$ cat config.mk
export PLATFORM = sky130hd
export DESIGN_NAME = mips_multicycle_ctrl
export DESIGN_NICKNAME = d
export VERILOG_FILES = /design/src/rtl/mips_ctrl_pkg.sv /design/src/rtl/mips_ctrl_outdec.sv /design/src/rtl/mips_multicycle_ctrl.sv
export SDC_FILE = /design/constraint.sdc
export NUM_CORES = 1
export LEC_CHECK = 0
export CELL_PAD_IN_SITES_DETAIL_PLACEMENT = 0
export CELL_PAD_IN_SITES_GLOBAL_PLACEMENT = 1
export CORE_AREA = 5 5 54 68
export DETAILED_ROUTE_END_ITERATION = 16
export DIE_AREA = 0 0 59 73
export MAX_ROUTING_LAYER = met4
export PLACE_DENSITY = 0.85
export REMOVE_ABC_BUFFERS = 1
export SLEW_MARGIN = 10
export SYNTH_ARGS = -nofsm -noshare
export SYNTH_HDL_FRONTEND = slang
export SYNTH_HIERARCHICAL = 1
export SYNTH_SLANG_ARGS = --single-unit
$ cat constraint.sdc
create_clock -name clk_i -period 2.4 [get_ports clk_i]
set_clock_uncertainty 0.15 [all_clocks]
set_input_delay 0.24 -clock clk_i [delete_from_list [all_inputs] [get_ports clk_i]]
set_output_delay 0.24 -clock clk_i [all_outputs]
set_load 0.005 [all_outputs]
$ cat src/rtl/mips_ctrl_pkg.sv
// Shared constants and state encoding for the multicycle MIPS sequencer.
package mips_ctrl_pkg;

  // Opcodes (IR[31:26]) and the JR function code (IR[5:0])
  localparam logic [5:0] OpRtype = 6'h00;
  localparam logic [5:0] OpJ     = 6'h02;
  localparam logic [5:0] OpJal   = 6'h03;
  localparam logic [5:0] OpBeq   = 6'h04;
  localparam logic [5:0] OpBne   = 6'h05;
  localparam logic [5:0] OpAddi  = 6'h08;
  localparam logic [5:0] OpAndi  = 6'h0C;
  localparam logic [5:0] OpOri   = 6'h0D;
  localparam logic [5:0] OpLui   = 6'h0F;
  localparam logic [5:0] OpLw    = 6'h23;
  localparam logic [5:0] OpSw    = 6'h2B;
  localparam logic [5:0] FunctJr = 6'h08;

  // ALU operation codes
  localparam logic [2:0] AluLui   = 3'b000;
  localparam logic [2:0] AluOr    = 3'b001;
  localparam logic [2:0] AluAnd   = 3'b010;
  localparam logic [2:0] AluSub   = 3'b011;
  localparam logic [2:0] AluAdd   = 3'b100;
  localparam logic [2:0] AluFunct = 3'b111;

  // PC source select
  localparam logic [1:0] PcSrcAlu    = 2'b00;
  localparam logic [1:0] PcSrcAluOut = 2'b01;
  localparam logic [1:0] PcSrcJump   = 2'b10;
  localparam logic [1:0] PcSrcRs     = 2'b11;

  // Register destination select
  localparam logic [1:0] RegDstRt = 2'b00;
  localparam logic [1:0] RegDstRd = 2'b01;
  localparam logic [1:0] RegDstRa = 2'b10;

  // Register write-data select
  localparam logic [1:0] MemToRegAluOut = 2'b00;
  localparam logic [1:0] MemToRegMdr    = 2'b01;
  localparam logic [1:0] MemToRegPc     = 2'b10;

  // ALU operand B select
  localparam logic [1:0] AluSrcBRt    = 2'b00;
  localparam logic [1:0] AluSrcBFour  = 2'b01;
  localparam logic [1:0] AluSrcBImm   = 2'b10;
  localparam logic [1:0] AluSrcBImmSh = 2'b11;

  typedef enum logic [3:0] {
    StReset, StFetch, StDecode, StExecR, StWbR, StExecI, StWbI, StMemAddr,
    StMemRd, StWbMem, StMemWr, StBranch, StJump, StJal, StJr
  } state_e;

  function automatic logic is_legal_op(input logic [5:0] op);
    case (op)
      OpRtype, OpJ, OpJal, OpBeq, OpBne, OpAddi,
      OpAndi, OpOri, OpLui, OpLw, OpSw: is_legal_op = 1'b1;
      default:                          is_legal_op = 1'b0;
    endcase
  endfunction

endpackage

$ cat src/rtl/mips_ctrl_outdec.sv
// Combinational output decode: current state (+ opcode, mem_ready) to datapath controls.
module mips_ctrl_outdec
  import mips_ctrl_pkg::*;
(
  input  state_e      state_i,
  input  logic [5:0]  opcode_i,
  input  logic        mem_ready_i,
  output logic        pc_write_o,
  output logic        pc_write_eq_o,
  output logic        pc_write_ne_o,
  output logic [1:0]  pc_source_o,
  output logic        i_or_d_o,
  output logic        mem_read_o,
  output logic        mem_write_o,
  output logic        ir_write_o,
  output logic [1:0]  reg_dst_o,
  output logic [1:0]  mem_to_reg_o,
  output logic        reg_write_o,
  output logic        alu_src_a_o,
  output logic [1:0]  alu_src_b_o,
  output logic [2:0]  alu_op_o,
  output logic        illegal_o,
  output logic        retired_o
);

  // Per-state control decode; everything not named for a state stays 0
  always_comb begin
    pc_write_o    = 1'b0;
    pc_write_eq_o = 1'b0;
    pc_write_ne_o = 1'b0;
    pc_source_o   = PcSrcAlu;
    i_or_d_o      = 1'b0;
    mem_read_o    = 1'b0;
    mem_write_o   = 1'b0;
    ir_write_o    = 1'b0;
    reg_dst_o     = RegDstRt;
    mem_to_reg_o  = MemToRegAluOut;
    reg_write_o   = 1'b0;
    alu_src_a_o   = 1'b0;
    alu_src_b_o   = AluSrcBRt;
    alu_op_o      = AluLui;
    illegal_o     = 1'b0;
    retired_o     = 1'b0;
    unique case (state_i)
      StFetch: begin
        mem_read_o  = 1'b1;
        alu_src_b_o = AluSrcBFour;
        alu_op_o    = AluAdd;
        // IR and PC+4 commit only once the fetch data is actually there
        ir_write_o  = mem_ready_i;
        pc_write_o  = mem_ready_i;
      end
      StDecode: begin
        alu_src_b_o = AluSrcBImmSh;
        alu_op_o    = AluAdd;
        illegal_o   = !is_legal_op(opcode_i);
      end
      StExecR: begin
        alu_src_a_o = 1'b1;
        alu_src_b_o = AluSrcBRt;
        alu_op_o    = AluFunct;
      end
      StWbR: begin
        reg_dst_o   = RegDstRd;
        reg_write_o = 1'b1;
        retired_o   = 1'b1;
      end
      StExecI: begin
        alu_src_a_o = 1'b1;
        alu_src_b_o = AluSrcBImm;
        case (opcode_i)
          OpAndi:  alu_op_o = AluAnd;
          OpOri:   alu_op_o = AluOr;
          OpLui:   alu_op_o = AluLui;
          default: alu_op_o = AluAdd;
        endcase
      end
      StWbI: begin
        reg_write_o = 1'b1;
        retired_o   = 1'b1;
      end
      StMemAddr: begin
        alu_src_a_o = 1'b1;
        alu_src_b_o = AluSrcBImm;
        alu_op_o    = AluAdd;
      end
      StMemRd: begin
        i_or_d_o   = 1'b1;
        mem_read_o = 1'b1;
      end
      StWbMem: begin
        mem_to_reg_o = MemToRegMdr;
        reg_write_o  = 1'b1;
        retired_o    = 1'b1;
      end
      StMemWr: begin
        i_or_d_o    = 1'b1;
        mem_write_o = 1'b1;
        retired_o   = mem_ready_i;
      end
      StBranch: begin
        alu_src_a_o   = 1'b1;
        alu_src_b_o   = AluSrcBRt;
        alu_op_o      = AluSub;
        pc_source_o   = PcSrcAluOut;
        pc_write_eq_o = (opcode_i == OpBeq);
        pc_write_ne_o = (opcode_i == OpBne);
        retired_o     = 1'b1;
      end
      StJump: begin
        pc_source_o = PcSrcJump;
        pc_write_o  = 1'b1;
        retired_o   = 1'b1;
      end
      StJal: begin
        pc_source_o  = PcSrcJump;
        pc_write_o   = 1'b1;
        reg_dst_o    = RegDstRa;
        mem_to_reg_o = MemToRegPc;
        reg_write_o  = 1'b1;
        retired_o    = 1'b1;
      end
      StJr: begin
        pc_source_o = PcSrcRs;
        pc_write_o  = 1'b1;
        retired_o   = 1'b1;
      end
      default: ;
    endcase
  end

endmodule

$ cat src/rtl/mips_multicycle_ctrl.sv
// Multicycle MIPS sequencer: state register and next-state logic; outputs come from outdec.
module mips_multicycle_ctrl
  import mips_ctrl_pkg::*;
(
  input  logic        clk_i,
  input  logic        rst_n_i,
  input  logic [5:0]  opcode_i,
  input  logic [5:0]  funct_i,
  input  logic        zero_i,
  input  logic        mem_ready_i,
  output logic        pc_write_o,
  output logic        pc_write_eq_o,
  output logic        pc_write_ne_o,
  output logic [1:0]  pc_source_o,
  output logic        i_or_d_o,
  output logic        mem_read_o,
  output logic        mem_write_o,
  output logic        ir_write_o,
  output logic [1:0]  reg_dst_o,
  output logic [1:0]  mem_to_reg_o,
  output logic        reg_write_o,
  output logic        alu_src_a_o,
  output logic [1:0]  alu_src_b_o,
  output logic [2:0]  alu_op_o,
  output logic        illegal_o,
  output logic        retired_o
);

  state_e state_q, state_d;

  // The branch condition is resolved in the datapath, not here
  logic unused_zero;
  assign unused_zero = zero_i;

  // State register; async reset forces RESET so outputs drop immediately
  always_ff @(posedge clk_i or negedge rst_n_i) begin
    if (!rst_n_i) state_q <= StReset;
    else          state_q <= state_d;
  end

  // Next-state sequencing; memory states hold until mem_ready_i
  always_comb begin
    state_d = state_q;
    unique case (state_q)
      StReset: state_d = StFetch;
      StFetch: if (mem_ready_i) state_d = StDecode;
      StDecode: begin
        case (opcode_i)
          OpRtype:                      state_d = (funct_i == FunctJr) ? StJr : StExecR;
          OpAddi, OpAndi, OpOri, OpLui: state_d = StExecI;
          OpLw, OpSw:                   state_d = StMemAddr;
          OpBeq, OpBne:                 state_d = StBranch;
          OpJ:                          state_d = StJump;
          OpJal:                        state_d = StJal;
          default:                      state_d = StFetch;
        endcase
      end
      StExecR:   state_d = StWbR;
      StExecI:   state_d = StWbI;
      StMemAddr: state_d = (opcode_i == OpSw) ? StMemWr : StMemRd;
      StMemRd:   if (mem_ready_i) state_d = StWbMem;
      StMemWr:   if (mem_ready_i) state_d = StFetch;
      StWbR, StWbI, StWbMem, StBranch, StJump, StJal, StJr: state_d = StFetch;
      default:   state_d = StReset;
    endcase
  end

  mips_ctrl_outdec u_outdec (
    .state_i       (state_q),
    .opcode_i      (opcode_i),
    .mem_ready_i   (mem_ready_i),
    .pc_write_o    (pc_write_o),
    .pc_write_eq_o (pc_write_eq_o),
    .pc_write_ne_o (pc_write_ne_o),
    .pc_source_o   (pc_source_o),
    .i_or_d_o      (i_or_d_o),
    .mem_read_o    (mem_read_o),
    .mem_write_o   (mem_write_o),
    .ir_write_o    (ir_write_o),
    .reg_dst_o     (reg_dst_o),
    .mem_to_reg_o  (mem_to_reg_o),
    .reg_write_o   (reg_write_o),
    .alu_src_a_o   (alu_src_a_o),
    .alu_src_b_o   (alu_src_b_o),
    .alu_op_o      (alu_op_o),
    .illegal_o     (illegal_o),
    .retired_o     (retired_o)
  );

endmodule

==> results.tsv <==
metric	value	unit
Reg2Reg Depth	4	
Critical path origin	state_q[1]	
Final Critical Period	2310	ps
grt ovf	0	
Gate Count Post-Synth	107	
fmax	0.434	GHz
Worst Tran Pin Value	353	ps
register bank with the most flops	state_q	
Hold Path Class	primary input to async pin	
number of synthesized flops with an enable pin	0	
crit path kind	register to output port	
Pleak	0.543	nW
status	finished, final reports clean	
first-pass GRT wire length	4150	um
worst hold slack	71.5	ps
detailed-route wire length	2480	um
Register Area	103	um2
share of the synthesized area in the top cell type	13.6	%
cell area after synthesis	736	um2
worst r2r src	state_q[3]	
DRT antenna net count	0	
Hold Violations, Final	0	
CTS tree	built	
Die Y	73	um
Slew headroom	76.2	%
Layout area overhead	78.6	%
Slew Viols, Final	0	
drt wl/cell	13.0	um
Port Buffers	36	
Die Footprint	4310	um2
DPL Wire Length	2000	um
Syn Area/Cell	6.88	um2
Finished Cell Area	1310	um2
setup slack at placement	-248	ps
initial antenna violation count	0	
final critical-path share of the clock period	96.1	%
R2R Setup Slk	370	ps
synthesized flop and latch total	4	
area of the multi-input gates	609	um2
DRC Markers	0	
PwrDens	849	nW/um2
most frequent cells in the layout	clkdlybuf4s50_1 (29), buf_4 (15), nor2_1 (13)	
clock-pin slew on the worst setup and hold paths	30	ps
r2r endpoint	state_q[0]	
worst setup margin	93.7	ps
largest net degree at the start of global routing	23	
synth top area cells	dfrtp_1 (14%), nor2_1 (6.6%), nand2_1 (5.1%)	
H-Tree Depth	1	
Filler Cells Inserted	336	
CP Launch Type	register	
1st-iter DRT viols	24	
maximum capacitance violations	0	
GRT Overall Usage	12.3	%
placed cell area	1230	um2
biggest regs	state_q: 4 flops	
via count	1008	
Root Driver	clkbuf_8	
io pins	38	
share of cells above drive strength 1	21.4	%
CP Capture Point	illegal_o	
std cell rows	23	
Max clock buf depth	2	
Syn. warnings	6	
Yosys top cell by area	dfrtp_1	
Synth Flop Type	dfrtp_1	
TNS Setup	0	ps
Worst-Skew Late Latency	220	ps
RSZ-0062 raised after global routing	no	
max reg flops	4	
CP Capture Type	output port	
commonest non-fill, non-tap cell in the layout	clkdlybuf4s50_1	
asr flop ratio synth	100	%
GPL Wtd Cong	0.846	
vias in the first global route	975	
Max VDD drop	0.000589	V
CP max FO	17	
final number of setup-violating endpoints	0	
post-synthesis sequential area ratio	13.6	%
Antenna diodes	0	
clock sink count	4	
cts bufs inserted	3	
Critical Path RT	2010	ps
crit path DAT	1920	ps
die width	59	um
Nets	172	
Yosys cell types	43	
vias per cell	5.28	
initial core utilization	24.1	%
core area	3050	um2
TritonRoute pass-1 iters	4	
what timing repair did:
action / 4_1_cts / 5_1_grt
setup endpoints to repair: 5 / 5
pin swaps: 3 / 2
hold endpoints to repair: 0 / 0
resized for setup: 10 / 10
setup buffers: 1 / 0
hold buffers: 0 / 0
critical path, stage by stage (launching register included):
cell	delay [ps]
dfrtp_2	480
buf_4	250
nand3_1	130
a311oi_1	290
clkdlybuf4s50_1	550
per-stage QoR:
| step | cells | power [mW] | util (%) |
|---|---|---|---|
| finish | 191 | 1.12 | 43.1 |
| global route | 191 | 1.23 | 43.1 |
| CTS | 191 | 1.12 | 42.4 |
| detailed placement | 187 | 0.972 | 40.3 |
| global placement | 187 | 0.963 | 40.3 |
| floorplan | 98 | 0.503 | - |
layout make-up:
class,count,share of cell area (%)
repair buffers,53,38.0
inverters,4,1.14
well taps,37,3.52
clock buffers,3,3.14
multi-input cells,90,46.4
flip-flops and latches,4,7.81
cell families (layout without fill, tap and decap cells):
kind of cell	Yosys count	after routing	share of synthesized area [%]
multiplexers	1	1	1.36
XOR/XNOR	3	3	3.57
buffers and inverters	13	60	8.16
flip-flops	4	4	13.6
AO/OA/AOI/OAI	29	29	27.0
AND/OR/NAND/NOR	57	57	46.3
synthesized netlist by cell type (3+ instances only):
cell type  count
nor2_1        13
nand2_1       10
a21oi_1        6
clkbuf_1       6
nor3_1         5
dfrtp_1        4
inv_1          4
nand2b_1       4
o21ai_0        4
a211oi_1       3
a31oi_1        3
nor4_1         3
per-layer routing:
layer / part of all wire (%) / vias up / global-route usage, %
met5: 0 / - / -
met4: 0.77 / 0 / 2.52
met3: 4.7 / 2 / 2.30
met2: 55 / 28 / 21.7
met1: 39 / 481 / 14.2
li1: - / 497 / -
worst min path at each step:
stage,depth (start not counted),to,slack (ps),from
6_report,1,state_q[2],70,rst_n_i
5_1_grt,1,state_q[2],90,rst_n_i
4_1_cts,1,state_q[1],70,rst_n_i
3_5_place_dp,1,state_q[3],300,rst_n_i
3_3_place_gp,1,state_q[2],300,rst_n_i
2_1_floorplan,0,state_q[0],-210,rst_n_i
power breakdown:
part	switching (mW)	internal, mW
Sequential	0.0670	0.0970
Clock	0.0322	0.107
Combinational	0.359	0.454
(Power assumes the default switching activity.)
